--- config.mk ---
export PLATFORM = sky130hd
export DESIGN_NAME = seq_timing_decoder
export DESIGN_NICKNAME = d
export VERILOG_FILES = /design/src/rtl/seq_timing_decoder.sv
export SDC_FILE = /design/constraint.sdc
export NUM_CORES = 1
export LEC_CHECK = 0
export CAP_MARGIN = 20
export CORE_UTILIZATION = 39
export DETAILED_ROUTE_END_ITERATION = 8
export PLACE_DENSITY_LB_ADDON = 0.3
export SETUP_SLACK_MARGIN = 0.5
export SYNTH_ARGS = -nofsm -noshare
export SYNTH_HDL_FRONTEND = slang
export SYNTH_SLANG_ARGS = --single-unit
export TNS_END_PERCENT = 1
--- constraint.sdc ---
create_clock -name clk -period 1.7 [get_ports clk]
set_input_delay 0.17 -clock clk [delete_from_list [all_inputs] [get_ports clk]]
set_output_delay 0.17 -clock clk [all_outputs]
set_load 0.05 [all_outputs]
--- src/rtl/seq_timing_decoder.sv ---
// -----------------------------------------------------------------------------
// seq_timing_decoder
//
// Control-unit front end for a basic computer.
//   - A SC_W-bit sequence counter (SC) is decoded into one-hot timing strobes
//     T0..T(2^SC_W-1).
//   - A latched 3-bit opcode is decoded into one-hot D0..D7.
//   - The indirect bit I is captured alongside the opcode.
// Downstream control gates combine Ti, Dj and I.
//
// Optional feature (macro SEQ_TIMING_DECODER_HALT_EN):
//   - Adds a start/stop flip-flop (r_run) driven by the start and hlt ports.
//   - While stopped, SC holds and t_out is 0. sc_clr still clears SC.
//   - With the macro undefined, the block behaves as permanently running.
//
// Ports:
//   clk      in   1         system clock, rising edge
//   rst_n    in   1         asynchronous active-low reset
//   sc_inr   in   1         increment SC on the next edge
//   sc_clr   in   1         clear SC on the next edge (overrides sc_inr)
//   ir_ld    in   1         capture ir_op / ir_i on the next edge
//   ir_op    in   3         opcode field IR[14:12]
//   ir_i     in   1         indirect bit IR[15]
//   dec_en   in   1         timing-decoder enable (0 forces t_out to 0)
//   start    in   1         set run flip-flop   (HALT_EN builds only)
//   hlt      in   1         clear run flip-flop (HALT_EN builds only)
//   sc_q     out  SC_W      current SC value
//   t_out    out  2^SC_W    one-hot timing strobes, bit k = Tk
//   d_out    out  8         registered one-hot opcode decode, bit j = Dj
//   i_flag   out  1         registered indirect bit
//   sc_wrap  out  1         one-cycle pulse after SC wraps all-ones -> 0
// -----------------------------------------------------------------------------
module seq_timing_decoder #(
  parameter  int SC_W = 4,
  localparam int T_W  = 1 << SC_W
) (
  input  logic            clk,
  input  logic            rst_n,
  input  logic            sc_inr,
  input  logic            sc_clr,
  input  logic            ir_ld,
  input  logic [2:0]      ir_op,
  input  logic            ir_i,
  input  logic            dec_en,
`ifdef SEQ_TIMING_DECODER_HALT_EN
  input  logic            start,
  input  logic            hlt,
`endif
  output logic [SC_W-1:0] sc_q,
  output logic [T_W-1:0]  t_out,
  output logic [7:0]      d_out,
  output logic            i_flag,
  output logic            sc_wrap
);

  logic [SC_W-1:0] r_sc;
  logic            r_sc_wrap;
  logic [7:0]      r_d;
  logic            r_i;
  logic            w_run;
  logic            w_inc;
  logic            w_at_max;

`ifdef SEQ_TIMING_DECODER_HALT_EN
  logic r_run;

  // Stop has priority over start, so a simultaneous pulse leaves the machine stopped.
  always_ff @(posedge clk or negedge rst_n) begin
    if (!rst_n) begin
      r_run <= 1'b0;
    end else if (hlt) begin
      r_run <= 1'b0;
    end else if (start) begin
      r_run <= 1'b1;
    end
  end

  assign w_run = r_run;
`else
  assign w_run = 1'b1;
`endif

  assign w_at_max = (r_sc == {SC_W{1'b1}});
  // An increment counts only when running and not overridden by a clear.
  assign w_inc    = sc_inr && !sc_clr && w_run;

  // NOTE: sequential state uses non-blocking assignments so every register
  // samples pre-edge values, independent of statement order.
  always_ff @(posedge clk or negedge rst_n) begin
    if (!rst_n) begin
      r_sc      <= '0;
      r_sc_wrap <= 1'b0;
    end else begin
      if (sc_clr) begin
        r_sc <= '0;
      end else if (w_inc) begin
        r_sc <= r_sc + 1'b1;
      end
      // A clear at all-ones is not a wrap, so the pulse keys on w_inc only.
      r_sc_wrap <= w_inc && w_at_max;
    end
  end

  // Opcode path is independent of the SC path.
  // Reset lands on D0 so d_out is one-hot from the first cycle.
  always_ff @(posedge clk or negedge rst_n) begin
    if (!rst_n) begin
      r_d <= 8'h01;
      r_i <= 1'b0;
    end else if (ir_ld) begin
      r_d <= 8'h01 << ir_op;
      r_i <= ir_i;
    end
  end

  // Timing decode is combinational so the strobe tracks sc_q and dec_en with no delay.
  assign t_out   = (dec_en && w_run) ? ({{(T_W-1){1'b0}}, 1'b1} << r_sc) : '0;
  assign sc_q    = r_sc;
  assign sc_wrap = r_sc_wrap;
  assign d_out   = r_d;
  assign i_flag  = r_i;

endmodule
# [Word level (Yosys, flattened, before mapping)]
# Index checks and enable logic that the tools add are counted.
[op_classes] addsub=1 n_eq_ne=1 shift=2 muxes=3 reduce_logical=4
[op_table] operator="16-bit 2-to-1 mux" n=1
[op_table] operator="1-bit by 4-bit << shifter with 16-bit output (first input constant)" n=1
[op_table] operator="4-bit 2-to-1 mux" n=2
[op_table] operator="1-bit by 3-bit << shifter with 8-bit output (first input constant)" n=1
[op_table] operator="4-bit by 1-bit adder with 4-bit output (second input constant)" n=1
[op_table] operator="4-bit equality test (second input constant)" n=1
[op_table] operator="1-bit logical AND" n=2
[op_table] operator="2-bit nonzero test" n=1
[op_table] operator="1-bit zero test" n=1
[totals] reg_bits=14 input_bits=10 output_inout_bits=30 word_cells=15

# [Longest topological paths before layout]
# Gate-level depths: netlist of the first run.
[logic_depth] depth_word=4 depth_mapped=5 depth_no_buf=4

# [Least setup slack after synthesis of the first run]
# Ideal clock, no wire load.
[synth_timing] kind="flip-flop to output port" from="reg r_sc[0], in the netlist sc_q[0]" to="out t_out[1]" arrival_ps=2110 t_required_ps=1530 slack_ps=-580 stages_incl_launch_ff=4 path_buffers=0 cell_sequence="dfrtp_1 > ha_1 > nand2_1 > nor3_1"
[synth_via] elab_chain_len=2
[synth_lines] item="from (decl)" line_no="56" rtl="logic [SC_W-1:0] r_sc;"
[synth_lines] item="from (signal assigned)" line_no="97" rtl="r_sc <= r_sc + 1'b1;"
[synth_lines] item="1-bit by 4-bit << shifter with 16-bit output" line_no="117" rtl="assign t_out = (dec_en && w_run) ? ({{(T_W-1){1'b0}}, 1'b1} << r_sc) : '0;"
[synth_lines] item="16-bit 2-to-1 mux" line_no="117"
[synth_lines] item="to (decl)" line_no="50" rtl="output logic [T_W-1:0] t_out,"
# No other way between the ends.

# [Final worst setup path of the first run]
[layout_timing] from="reg r_sc[0], in the netlist sc_q[0]" to="out t_out[0]"
# The elaborated chain is that of the path after synthesis.

==> results of run 1 <==
what timing repair did:
| item | in CTS | in global routing |
|---|---|---|
| resized for setup | 16 | 29 |
| pin swaps | 4 | 6 |
| buffers inserted | 2 | 8 |
| setup endpoints to repair | 30 | 32 |
metrics by stage:
| stage | area, um2 | worst slack (ps) | util, % | instances | hold slack, ps |
|---|---|---|---|---|---|
| after floorplan | 996 | 144 | - | 90 | -126 |
| after global placement | 1530 | 161 | 77.1 | 153 | 468 |
| final | 1710 | 18.8 | 86.0 | 167 | 236 |
| after CTS | 1640 | 15.3 | 83.0 | 159 | 256 |
| after detailed placement | 1530 | 91.3 | 77.1 | 153 | 476 |
| after global routing | 1710 | -25.9 | 86.0 | 167 | 291 |
registers in the layout, indices dropped and copies added, names as in the netlist:
name     count
sc_wrap      1
i_flag       1
d_out        8
sc_q         4
placed cells by master, fill, tap and decap left out, drive strengths merged, types with 3 or more instances in the layout:
| cell | instances |
|---|---|
| buf | 32 |
| clkbuf | 13 |
| clkdlybuf4s50 | 8 |
| dfrtp | 13 |
| ha | 6 |
| inv | 12 |
| nand2 | 10 |
| nand2b | 8 |
| nor2 | 17 |
| nor3 | 3 |
| o22ai | 6 |
report_power, final:
| part | internal [mW] | switching, mW | leakage, nW | total, mW |
|---|---|---|---|---|
| registers | 0.355 | 0.0276 | 0.178 | 0.383 |
| logic | 0.150 | 0.220 | 0.489 | 0.370 |
| clock network | 0.131 | 0.128 | 0.0210 | 0.259 |
| total | 0.637 | 0.376 | 0.688 | 1.01 |
layout make-up:
type	instances	share of cell area, %
well taps	27	1.98
inverters	12	3.08
clock buffers	4	2.13
multi-input cells	60	36.6
flip-flops and latches	14	21.1
repair buffers	50	35.1
cell families after synthesis:
family                     after synthesis  share of synthesized area, %
xor gates and xnor gates                 1                          1.06
AOI/OAI and AO/OA                        9                          8.50
DFF                                     14                          42.6
muxes                                    3                          4.40
and+or+nand+nor                         41                          24.6
buffers and inverters                   16                          9.71
adders and majority gates                6                          9.10
per-layer routing:
metal	up-vias	GRT usage (%)	wire, um
met5	-	0	0
met4	0	5.56	35
met3	4	7.92	107
met2	28	40.5	1570
met1	410	30.0	1010
li1	392	-	-
worst min-delay path by stage:
stage | from | depth (start not counted) | slack (ps) | endpoint
after floorplan | rst_n | 0 | -130 | d_out[1]$_DFFE_PN0P_
after global placement | d_out[0]$_DFFE_PN1P_ | 2 | 470 | d_out[0]$_DFFE_PN1P_
after detailed placement | d_out[0]$_DFFE_PN1P_ | 2 | 480 | d_out[0]$_DFFE_PN1P_
after CTS | rst_n | 1 | 260 | d_out[1]$_DFFE_PN0P_
after global routing | rst_n | 1 | 290 | d_out[5]$_DFFE_PN0P_
final | rst_n | 1 | 240 | d_out[5]$_DFFE_PN0P_
critical path, stage by stage, from the launching register on:
cell	delay [ps]
dfrtp_4	530
inv_4	100
ha_4	160
nand2_8	80
nor3_4	170
buf_12	160
==> results.json, run 1 <==
{
  "status": "complete, no violations",
  "fin_worst_skew_ps": 1.82,
  "drive_gt1_share_pct": 61.4,
  "yosysUniqueCellTypes": 23,
  "drt_iter0_drc": 14,
  "regArea_um2": 359,
  "crit_type": "reg2out",
  "fillers": 87,
  "power_leakage_nw": 0.688,
  "die_area_um2": 2300,
  "yosys_warnings": 0,
  "crit_fanout": 5,
  "dpl.hpwl_um": 1700,
  "fin_total_pwr_mw": 1.01,
  "syn_inst": 90,
  "grt_pass1_vias": 790,
  "start_util_pct": 41.6,
  "tightest_slew_ps": 604,
  "hold_class": "in2async",
  "yosys-top-cells-area": "dfrtp_1 39%, ha_1 9.1%, nor2_1 7.7%",
  "core_area_um2": 1980,
  "hold_viol": 0,
  "synth_area_um2": 825,
  "vias": 834,
  "period_share_pct": 98.9,
  "cp-endpoint": "t_out[0]",
  "cp_data_required_time_ps": 1530,
  "vias_per_cell": 4.99,
  "clock-root-buffer": "clkbuf_4",
  "ys_seq_elements": 14,
  "wire_per_inst_um": 16.3,
  "synth_area_leader_cell": "dfrtp_1",
  "drt-total-wl_um": 2720,
  "worstSetupStartpointType": "register",
  "die_w_um": 48.0,
  "nNetsFinal": 157,
  "clk_pin_slew_ps": 90,
  "htree_num_levels": 1,
  "slew_headroom_pct": 59.6,
  "async_flop_share_pct": 100,
  "clock-sinks": 14,
  "vdd_drop_max_v": 0.000655,
  "multi_input_area_um2": 624,
  "cts_tree": "built",
  "reg2reg_depth": 3,
  "ys.flop_type": "dfrtp_1",
  "numCtsBuffers": 3,
  "rows": 16,
  "synthTopCellsByCount": "17 x nor2_1, 13 x dfrtp_1, 12 x inv_1",
  "rsz0062_at_grt": "true",
  "rrSetupSlack_ps": 480,
  "place_congestion": 0.757,
  "drt_pass1_iterations": 4,
  "cp_data_arrival_time_ps": 1510,
  "seq_area_frac_synth_pct": 42.6,
  "grt_overflow": 0,
  "cts_hold_buf": 0,
  "synth_fp_nets": 106,
  "drv_slew": 0,
  "finalSetupTns_ps": 0,
  "r2r-end": "sc_q[2]$_DFFE_PN0P_",
  "synth.most_common_cell": "nor2_1",
  "cts_buffer_depth": 2,
  "ant_nets": 0,
  "grt_antenna_before_repair": 0,
  "chipHeight_um": 48.0,
  "setup_viol": 0,
  "fmax_mhz": 595,
  "r2r-start": "sc_q[0]$_DFFE_PN0P_",
  "synthToLayoutAreaGrowth_pct": 107,
  "grt_usage_pct": 24.1,
  "synth_enable_flop_cells": 0,
  "cap_violations": 0,
  "n_antenna_cell": 0,
  "post-route-drc-count": 0,
  "synth_area_per_cell_um2": 9.16,
  "grt_pass1_wl_um": 3710,
  "place.port_buffers": 39,
  "crit_path_start": "sc_q[0]$_DFFE_PN0P_",
  "grt_max_degree": 15,
  "crit_path_end_kind": "output port",
  "clock_latency_ps": 310,
  "io-pin-count": 40,
  "powerDensity_nw_per_um2": 594,
  "synth_top_area_share_pct": 39.5,
  "fin_crit_ps": 1680
}
Note: power is estimated with default switching activity, not from simulation.
==> run 2, diff against run 1 <==
Settings changed: CTS_BUF_LIST set to sky130_fd_sc_hd__clkbuf_4 sky130_fd_sc_hd__clkbuf_8 sky130_fd_sc_hd__clkbuf_16.
==> results of run 2 <==
Final layout, timing and power as in run 1 (identical DEF).
==> run 3, diff against run 2 <==
Settings changed: SETUP_SLACK_MARGIN 0.5 to not set.
==> run 3 against run 2 <==
Compared with the run above: sequential cell count unchanged; register-to-register slack got worse by 70 ps; critical path depth unchanged; non-clock buffer count decreased by 9; largest power group unchanged; critical endpoint is now t_out[4]; clock skew increased by 2.5 ps; count of clock-buffer cells in the layout unchanged; sequential power decreased by 2%; the run now ends with negative setup slack left; die area unchanged.
==> results.json, run 3 (synthesized netlist as in run 1, its figures left out) <==
{
  "status": "finished, violations left",
  "failed_checks": "negative setup slack",
  "crit_chain": "inv_1 > ha_1 > nand2_1 > nor2_1 > buf_12",
  "fmax_mhz": 588,
  "die_area_um2": 2300,
  "cp_data_required_time_ps": 1530,
  "clk_pin_slew_ps": 70,
  "rows": 16,
  "powerDensity_nw_per_um2": 593,
  "htree_num_levels": 1,
  "cap_violations": 0,
  "post-route-drc-count": 0,
  "slew_headroom_pct": 61.8,
  "grt_pass1_wl_um": 2670,
  "grt.met2_usage_pct": 24.1,
  "crit_cells": 5,
  "cts_buffer_depth": 2,
  "cp_data_arrival_time_ps": 1530,
  "chipHeight_um": 48.0,
  "grt_usage_pct": 17.2,
  "grt_pass1_vias": 584,
  "crit_type": "reg2out",
  "start_util_pct": 41.6,
  "slowest_delay_ps": 460,
  "worst_slack_ps": -2.09,
  "regArea_um2": 357,
  "drive_gt1_share_pct": 34.4,
  "core_area_um2": 1980,
  "wire_per_inst_um": 10.9,
  "crit_path_end_kind": "output port",
  "busiest_layer": "met1",
  "dpl.hpwl_um": 1470,
  "clock-sinks": 14,
  "vias_per_cell": 4.59,
  "period_share_pct": 100,
  "grt_max_degree": 15,
  "drv_slew": 0,
  "reg2reg_depth": 3,
  "finalSetupTns_ps": -2.09,
  "cp_top_family": "flip-flops",
  "vdd_drop_max_v": 0.000546,
  "nNetsFinal": 148,
  "tightest_slew_ps": 572,
  "die_w_um": 48.0,
  "crit_buf_inv": 2,
  "ant_nets": 0,
  "grtUsageMet3_pct": 5.66,
  "final_common_cell": "clkdlybuf4s50_1",
  "multi_input_area_um2": 418,
  "drt_iter0_drc": 3,
  "crit_fanout": 6,
  "worstSetupStartpointType": "register",
  "drt_pass1_iterations": 4,
  "grt_overflow": 0,
  "fillers": 143,
  "n_antenna_cell": 0,
  "io-pin-count": 40,
  "place.port_buffers": 39,
  "fin_crit_ps": 1700,
  "setup_viol": 1,
  "most-common-layout-cells": "18 x clkdlybuf4s50_1, 17 x buf_12, 12 x inv_1",
  "synthToLayoutAreaGrowth_pct": 75.7,
  "numCtsBuffers": 3,
  "fin_worst_skew_ps": 4.29,
  "hold_viol": 0,
  "clock_latency_ps": 270,
  "drt-total-wl_um": 1720,
  "met1_usage_pct": 25.8,
  "fin_total_pwr_mw": 0.859,
  "cp_slowest_cell": "dfrtp_2",
  "place_congestion": 0.736,
  "hold_class": "in2async",
  "rsz0062_at_grt": "true",
  "cts_tree": "built",
  "largest_register_ff_count": 8,
  "clock-root-buffer": "clkbuf_4",
  "power_leakage_nw": 0.615,
  "grt_antenna_before_repair": 0,
  "vias": 725
}
## run 3: cell count changes in the layout (fill, tap and decap cells not counted), sizes merged
cell	change
buf	-9
clkbuf	-9
clkdlybuf4s50	+10
dlygate4sd2	-1
## run 3: report_power, final
part	internal [mW]	switching [mW]	total (mW)
logic	0.114	0.172	0.286
clock network	0.107	0.0906	0.197
registers	0.354	0.0216	0.376
total	0.575	0.284	0.859
## run 3: cell type report
type                    count  area share (%)
flip-flops and latches     14            24.6
inverters                  12            3.11
well taps                  27            2.33
multi-input cells          60            28.8
repair buffers             41            39.0
clock buffers               4            2.07
## run 3: layer usage
layer	part of all wire (%)	wire, um
met3	3.5	61
met4	0.52	9
met2	51	877
met5	0	0
met1	45	771
## run 3: repair_timing
item | CTS | global route
setup buffers | 0 | 0
pin swaps | 0 | 0
endpoints found under the setup margin | 3 | 16
resized for setup | 0 | 7
hold buffers | 0 | 0
## run 3: worst reg2reg max path, delay by kind of cell, from the launching register on
family | cells | cell delay, ps
compound gates | 1 | 200
fa+ha+maj | 2 | 530
flops | 1 | 460
## run 3: final timing paths
check,endpoint,from,slack (ps)
worst max-delay path,t_out[4],sc_q[0]$_DFFE_PN0P_,-2
worst min-delay path,d_out[5]$_DFFE_PN0P_,rst_n,260
worst max register to register,sc_q[2]$_DFFE_PN0P_,sc_q[0]$_DFFE_PN0P_,410
worst min register to register,d_out[0]$_DFFE_PN1P_,d_out[0]$_DFFE_PN1P_,480
max in group asynchronous,sc_q[1]$_DFFE_PN0P_,rst_n,1030
min in group clk,d_out[0]$_DFFE_PN1P_,d_out[0]$_DFFE_PN1P_,480
## run 3: metrics by stage
step	instances	area [um2]	util [%]	hold slack, ps	setup WS (ps)
floorplan	90	842	-	-126	-208
global placement	154	1410	71.0	476	277
detailed placement	154	1410	71.0	481	237
CTS	158	1440	72.5	274	-19.6
global route	158	1450	73.1	314	-59.5
finish	158	1450	73.1	261	-2.09
